==> config.mk <==
export PLATFORM = sky130hd
export DESIGN_NAME = ps2_rx_history
export DESIGN_NICKNAME = d
export VERILOG_FILES = /design/src/rtl/ps2_pkg.sv /design/src/rtl/ps2_line_filter.sv /design/src/rtl/ps2_rx_history.sv
export SDC_FILE = /design/constraint.sdc
export NUM_CORES = 1
export LEC_CHECK = 0
export BUFFER_PORTS_ARGS = -buffer_cell sky130_fd_sc_hd__buf_4
export CORE_ASPECT_RATIO = 1.2
export CORE_UTILIZATION = 57
export DETAILED_ROUTE_END_ITERATION = 12
export PLACE_DENSITY = 0.75
export SKIP_CTS_REPAIR_TIMING = 1
export SYNTH_ARGS = -nofsm -noshare
export SYNTH_HDL_FRONTEND = slang
export SYNTH_SLANG_ARGS = --single-unit
==> constraint.sdc <==
create_clock -name CLOCK_50 -period 1.6 [get_ports CLOCK_50]
set_input_delay 0.32 -clock CLOCK_50 [delete_from_list [all_inputs] [get_ports CLOCK_50]]
set_output_delay 0.32 -clock CLOCK_50 [all_outputs]
set_load 0.02 [all_outputs]
==> src/rtl/ps2_pkg.sv <==
// ps2_pkg: shared PS/2 receiver constants and FSM state encoding.
package ps2_pkg;
   localparam logic [7:0] PS2_EXT = 8'hE0;
   localparam logic [7:0] PS2_BRK = 8'hF0;
   localparam int PS2_FRAME_BITS = 11;
   typedef enum logic [1:0] {IDLE, DATA, PARITY, STOP} ps2_state_e;
endpackage

==> src/rtl/ps2_line_filter.sv <==
// ps2_line_filter: 2-FF synchroniser plus all-ones/all-zeros glitch filter for one PS/2 line.
module ps2_line_filter #(
   parameter int FILTER_LEN = 8
) (
   input  logic clk_i,
   input  logic rst_i,
   input  logic line_i,
   output logic level_o
);
   logic [1:0] sync_q;
   logic [FILTER_LEN-1:0] shift_q, shift_d;
   logic level_q, level_d;
   always_comb begin
      shift_d = {shift_q[FILTER_LEN-2:0], sync_q[1]};
      level_d = &shift_d ? 1'b1 : ~|shift_d ? 1'b0 : level_q;
   end
   always_ff @(posedge clk_i) begin
      if (rst_i) begin
         sync_q  <= '1;
         shift_q <= '1;
         level_q <= 1'b1;
      end else begin
         sync_q  <= {sync_q[0], line_i};
         shift_q <= shift_d;
         level_q <= level_d;
      end
   end
   assign level_o = level_q;
endmodule

==> src/rtl/ps2_rx_history.sv <==
// ps2_rx_history: PS/2 frame receiver with E0/F0 prefix decode and make-code history.
module ps2_rx_history
   import ps2_pkg::*;
#(
   parameter int FILTER_LEN    = 8,
   parameter int HIST_DEPTH    = 3,
   parameter int TIMEOUT_CYC   = 50000,
   parameter int DECODE_PREFIX = 1
) (
   input  logic                    CLOCK_50,
   input  logic                    clear,
   input  logic                    ps2_clk,
   input  logic                    ps2_data,
   output logic                    byte_valid,
   output logic [7:0]              byte_data,
   output logic                    parity_err,
   output logic                    frame_err,
   output logic                    key_valid,
   output logic [7:0]              key_code,
   output logic                    key_break,
   output logic                    key_ext,
   output logic [8*HIST_DEPTH-1:0] hist,
   output logic                    busy
);
   localparam int TW = $clog2(TIMEOUT_CYC);
   logic clk_f, dat_f, clk_prev_q, fall, tmo_hit;
   ps2_state_e state_q, state_d;
   logic [2:0] bit_q, bit_d;
   logic [7:0] sh_q, sh_d;
   logic pok_q, pok_d;
   logic [TW-1:0] tmo_q, tmo_d;
   logic ev_good, ev_pe, ev_fe, is_ext, is_brk;
   logic ext_q, ext_d, brk_q, brk_d;
   logic bv_q, pe_q, fe_q, kv_q, kb_q, ke_q, kv_d, kb_d, ke_d;
   logic [7:0] bd_q, bd_d, kc_q, kc_d;
   logic [8*HIST_DEPTH-1:0] hist_q, hist_d;

   ps2_line_filter #(.FILTER_LEN(FILTER_LEN)) u_clk_f (
      .clk_i(CLOCK_50), .rst_i(clear), .line_i(ps2_clk), .level_o(clk_f));
   ps2_line_filter #(.FILTER_LEN(FILTER_LEN)) u_dat_f (
      .clk_i(CLOCK_50), .rst_i(clear), .line_i(ps2_data), .level_o(dat_f));

   assign fall = clk_prev_q & ~clk_f;
   // A fall arriving in the same cycle as the timeout keeps the frame alive.
   assign tmo_hit = (state_q != IDLE) && !fall && (tmo_q == TW'(TIMEOUT_CYC - 1));

   always_comb begin
      state_d = state_q;
      bit_d   = bit_q;
      sh_d    = sh_q;
      pok_d   = pok_q;
      ev_good = 1'b0;
      ev_pe   = 1'b0;
      ev_fe   = tmo_hit;
      tmo_d   = (state_q == IDLE || fall) ? '0 : tmo_q + TW'(1);
      if (tmo_hit) state_d = IDLE;
      else if (fall)
         case (state_q)
            IDLE: if (!dat_f) begin
               state_d = DATA;
               bit_d   = 3'd0;
            end
            DATA: begin
               sh_d    = {dat_f, sh_q[7:1]};
               bit_d   = bit_q + 3'd1;
               state_d = (bit_q == 3'd7) ? PARITY : DATA;
            end
            PARITY: begin
               pok_d   = ^{sh_q, dat_f};
               state_d = STOP;
            end
            default: begin
               state_d = IDLE;
               ev_good = pok_q & dat_f;
               ev_pe   = ~pok_q;
               ev_fe   = ~dat_f;
            end
         endcase
   end

   always_comb begin
      is_ext = (DECODE_PREFIX != 0) && (sh_q == PS2_EXT);
      is_brk = (DECODE_PREFIX != 0) && (sh_q == PS2_BRK);
      kv_d   = ev_good & ~is_ext & ~is_brk;
      bd_d   = ev_good ? sh_q : bd_q;
      kc_d   = kv_d ? sh_q : kc_q;
      kb_d   = kv_d ? brk_q : kb_q;
      ke_d   = kv_d ? ext_q : ke_q;
      ext_d  = (ev_pe | ev_fe | kv_d) ? 1'b0 : (ev_good & is_ext) ? 1'b1 : ext_q;
      brk_d  = (ev_pe | ev_fe | kv_d) ? 1'b0 : (ev_good & is_brk) ? 1'b1 : brk_q;
      hist_d = hist_q;
      if (kv_d && !brk_q) begin
         hist_d      = hist_q << 8;
         hist_d[7:0] = sh_q;
      end
   end

   always_ff @(posedge CLOCK_50) begin
      if (clear) begin
         state_q    <= IDLE;
         clk_prev_q <= 1'b1;
         bit_q      <= '0;
         sh_q       <= '0;
         pok_q      <= 1'b0;
         tmo_q      <= '0;
         ext_q      <= 1'b0;
         brk_q      <= 1'b0;
         bv_q       <= 1'b0;
         pe_q       <= 1'b0;
         fe_q       <= 1'b0;
         kv_q       <= 1'b0;
         bd_q       <= '0;
         kc_q       <= '0;
         kb_q       <= 1'b0;
         ke_q       <= 1'b0;
         hist_q     <= '0;
      end else begin
         state_q    <= state_d;
         clk_prev_q <= clk_f;
         bit_q      <= bit_d;
         sh_q       <= sh_d;
         pok_q      <= pok_d;
         tmo_q      <= tmo_d;
         ext_q      <= ext_d;
         brk_q      <= brk_d;
         bv_q       <= ev_good;
         pe_q       <= ev_pe;
         fe_q       <= ev_fe;
         kv_q       <= kv_d;
         bd_q       <= bd_d;
         kc_q       <= kc_d;
         kb_q       <= kb_d;
         ke_q       <= ke_d;
         hist_q     <= hist_d;
      end
   end

   assign byte_valid = bv_q;
   assign byte_data  = bd_q;
   assign parity_err = pe_q;
   assign frame_err  = fe_q;
   assign key_valid  = kv_q;
   assign key_code   = kc_q;
   assign key_break  = kb_q;
   assign key_ext    = ke_q;
   assign hist       = hist_q;
   assign busy       = (state_q != IDLE);
endmodule
==> impl_results.rst <==
.. list-table::
   :header-rows: 1

   * - Metric
     - Value
   * - Outcome
     - complete, but fails checks
   * - Violated checks
     - setup timing
   * - Async S/R FF share, synth
     - 0%
   * - TritonCTS clock tree
     - built
   * - Number of remaining DRC errors
     - 0
   * - Initial antenna violation count
     - 0
   * - Area of all placed cells without fillers
     - 4620 sq um
   * - Post-synth design cell area
     - 3880 sq um
   * - Most area-hungry cell type in the Yosys netlist
     - sky130_fd_sc_hd__dfxtp_1
   * - Reported max-cap violation count
     - 0
   * - Main area contributors after synthesis
     - sky130_fd_sc_hd__dfxtp_1 51%, sky130_fd_sc_hd__a21oi_1 6.2%, sky130_fd_sc_hd__nand2_1 5.0%
   * - Classification of the worst setup path
     - reg2reg
   * - Worst-case hold slack
     - 139 ps
   * - Core utilization of the finished layout
     - between 70% and 80%
   * - Die area
     - 7140 sq um
   * - Area Overhead vs Synth
     - 19.1%
   * - Largest family of logic cells by synthesized area
     - simple AND/OR/NAND/NOR gates
   * - Number of enable flip-flop cells after synthesis
     - 0
   * - Detailed placer's ending HPWL
     - 5340 um
   * - Number of detailed-route iterations in the first pass
     - 5
   * - Fmax
     - 610 MHz
   * - Syn Inst Count
     - roughly 430
   * - Count of final max-slew check failures
     - 0
   * - Mean number of vias per cell
     - 5.46
   * - Share of the clock period used by the worst path
     - 103%
   * - Remaining number of nets flagged by the antenna check after routing
     - 0
   * - Power density of the placed cells
     - 868 nW/um^2
   * - Synthesized Nets
     - 436
   * - Final estimated routing congestion in global placement
     - a little over 0.8
   * - Ys flop type
     - sky130_fd_sc_hd__dfxtp_1
   * - Top-level port count
     - just over 50
   * - Worst min-delay path class
     - in2reg
   * - Complex-gate fraction of the synthesized area
     - 15.2%
   * - Placed Area
     - 4390 sq um
   * - Yosys reg bits
     - 99
   * - Period minus WS final
     - 1640 ps
   * - Endpoint type of the worst setup path
     - flip-flop
   * - Crit path from
     - tmo_q[10]
   * - Initial core utilization
     - between 50 and 60%
   * - Max Buffers Root-to-Sink
     - 2
   * - Total instance count after detailed placement
     - 557
   * - Critical Path Fanout Max
     - 7
   * - Horizontal die dimension
     - a little under 80 um
   * - Total number of placement rows
     - 32
   * - Xor/xnor share of the synthesized area
     - 4.19%
   * - Gr usage total
     - 23.9%
   * - Syn. warnings
     - 0
   * - Required time worst endpoint
     - 1850 ps
   * - Register area share after synthesis
     - about 51%
   * - Layout filler cell count
     - 513
   * - Share of Yosys cell area claimed by the top area cell type
     - 51.1%
   * - DRC violation total after the first TritonRoute iteration
     - 198
   * - Final routed wirelength across all metal layers
     - 8050 um
   * - Leak
     - 1.69 nW
   * - RSZ-0062 raised after global routing
     - yes
   * - TritonCTS Buffers
     - 9
   * - Final setup skew
     - 13.8 ps
   * - Critical path data arrival time
     - between 1500 and 2000 ps
   * - Relative slew slack
     - 57.5%
   * - Final layout net count
     - a little under 500
   * - CTS clk-pin slew, worst paths
     - 100 ps
   * - Post-synthesis average cell area
     - 9.04 sq um
   * - Number of I/O port buffers
     - 50
   * - Largest net degree at the start of global routing
     - 66
   * - Setup crit start kind
     - flip-flop
   * - Worst R2R Start
     - tmo_q[10]
   * - Simple logic cell fraction of the synthesized area
     - 23.5%
   * - IR drop worst, VDD
     - between 0.6 and 0.7 mV
   * - Number of failing setup endpoints in the final timing report
     - 7
   * - Clock root cell
     - sky130_fd_sc_hd__clkbuf_8
   * - Final cell count without fillers
     - ~580
   * - Core area
     - roughly 6500 sq um
   * - Cell with the most instances after synthesis
     - sky130_fd_sc_hd__dfxtp_1
   * - First-pass GRT wire length
     - 13,700 um
   * - # H-tree levels
     - 3
   * - Routed wire length per instance
     - 14.0 um
   * - Adder-cell share of the synthesized area
     - less than 1%
   * - Count of vias placed by the detailed router
     - approximately 3,100
   * - Startpoint of the most critical hold path
     - ps2_data
   * - Worst-skew pair later-pin latency
     - roughly 360 ps
   * - Overall overflow remaining after global route
     - 0
   * - Num Clock Sinks
     - 99
   * - Leading cell types by count after synthesis
     - 99 x sky130_fd_sc_hd__dfxtp_1, 52 x sky130_fd_sc_hd__nand2_1, 48 x sky130_fd_sc_hd__a21oi_1
   * - Final-report hold violation count
     - 0
   * - Vias in the first global route
     - slightly above 3,000
   * - Final worst setup slack
     - -40.7 ps
   * - Slew of the pin with the lowest slew margin
     - between 600 and 700 ps
   * - Multiplexer area fraction after synthesis
     - 0%
   * - Overall die height
     - 92.4 um
   * - Number of distinct library cells after synthesis
     - 44
   * - Layout cells sized above 1
     - 28.8%
   * - Ant diodes
     - 0
where the power goes:
part | switching (mW) | total [mW] | internal [mW]
combinational | 0.0383 | 0.0597 | 0.0214
sequential | 0.00392 | 2.47 | 2.47
clock | 0.889 | 1.48 | 0.589
total | 0.931 | 4.01 | 3.08
flip-flops by register name, indices dropped and copies added (netlist names), 2 cells and up:
| name | flops |
|---|---|
| hist | 24 |
| tmo_q | 16 |
| byte_data | 8 |
| key_code | 8 |
| sh_q | 8 |
| u_clk_f.shift_q | 7 |
| u_dat_f.shift_q | 7 |
| bit_q | 3 |
| state_q | 2 |
| u_clk_f.sync_q | 2 |
| u_dat_f.sync_q | 2 |
per-layer routing:
layer | track usage, % | routed length (um)
met5 | 0 | 0
met4 | 8.33 | 92
met3 | 4.83 | 375
met2 | 38.7 | 3850
met1 | 31.4 | 3730
worst paths after layout:
| check | cells past startpoint | end | slack [ps] |
|---|---|---|---|
| setup / recovery | 5 | ext_q | -40 |
| hold / removal | 2 | u_dat_f.sync_q[0] | 140 |
| setup reg to reg | 5 | ext_q | -40 |
| hold reg to reg | 1 | u_dat_f.sync_q[1] | 410 |
per-stage QoR:
stage	TNS, ps	setup slack (ps)	power [mW]
4_1_cts	0	11.3	4.04
3_3_place_gp	0	120	2.59
5_1_grt	-856	-136	4.15
2_1_floorplan	0	137	2.57
6_report	-170	-40.7	4.01
3_5_place_dp	0	68.6	2.59
area by class of cell:
type	instances	area, sq um	area share (%)
multi-input combinational	294	1730	37.4
tap	85	106	2.30
clock inverter	7	61.3	1.33
clock buffer	9	124	2.68
inverter	8	30.0	0.650
sequential	99	1990	43.0
timing repair buffer	73	586	12.7
critical path: stages (launching register included):
cell and delay, ps:
sky130_fd_sc_hd__dfxtp_4 370, sky130_fd_sc_hd__nor4b_4 290, sky130_fd_sc_hd__nand4_1 230, sky130_fd_sc_hd__o41ai_4 380, sky130_fd_sc_hd__buf_4 190, sky130_fd_sc_hd__nor3_1 60
cells in the final DEF, fill, tap and decap left out, types with 3 or more instances in the layout:
cell,instances
sky130_fd_sc_hd__nand4b_1,3
sky130_fd_sc_hd__dfxtp_1,97
sky130_fd_sc_hd__a21oi_1,48
sky130_fd_sc_hd__nand2_1,52
sky130_fd_sc_hd__buf_12,3
sky130_fd_sc_hd__o21ai_0,27
sky130_fd_sc_hd__nor4_1,5
sky130_fd_sc_hd__xnor2_1,13
sky130_fd_sc_hd__nand3_1,27
sky130_fd_sc_hd__or3_1,3
sky130_fd_sc_hd__a21oi_2,9
sky130_fd_sc_hd__clkbuf_8,9
sky130_fd_sc_hd__nor2_1,28
sky130_fd_sc_hd__buf_4,70
sky130_fd_sc_hd__o21ai_2,3
sky130_fd_sc_hd__nor3_1,11
sky130_fd_sc_hd__xor2_1,3
sky130_fd_sc_hd__clkinv_4,3
sky130_fd_sc_hd__ha_1,3
sky130_fd_sc_hd__o221a_2,3
sky130_fd_sc_hd__nand2_2,6
sky130_fd_sc_hd__or2_2,20
sky130_fd_sc_hd__inv_1,8
sky130_fd_sc_hd__nand4_1,6
logic make-up (layout without fill, tap and decap cells):
| logic type | Yosys count | after routing |
|---|---|---|
| AND/OR/NAND/NOR | 178 | 178 |
| flip-flops | 99 | 99 |
| AO/OA/AOI/OAI | 96 | 96 |
| buffers and inverters | 36 | 97 |
| XOR/XNOR | 17 | 17 |
| adder cells (fa/ha/maj) | 3 | 3 |
No activity file was read; power rests on OpenSTA's default activity.
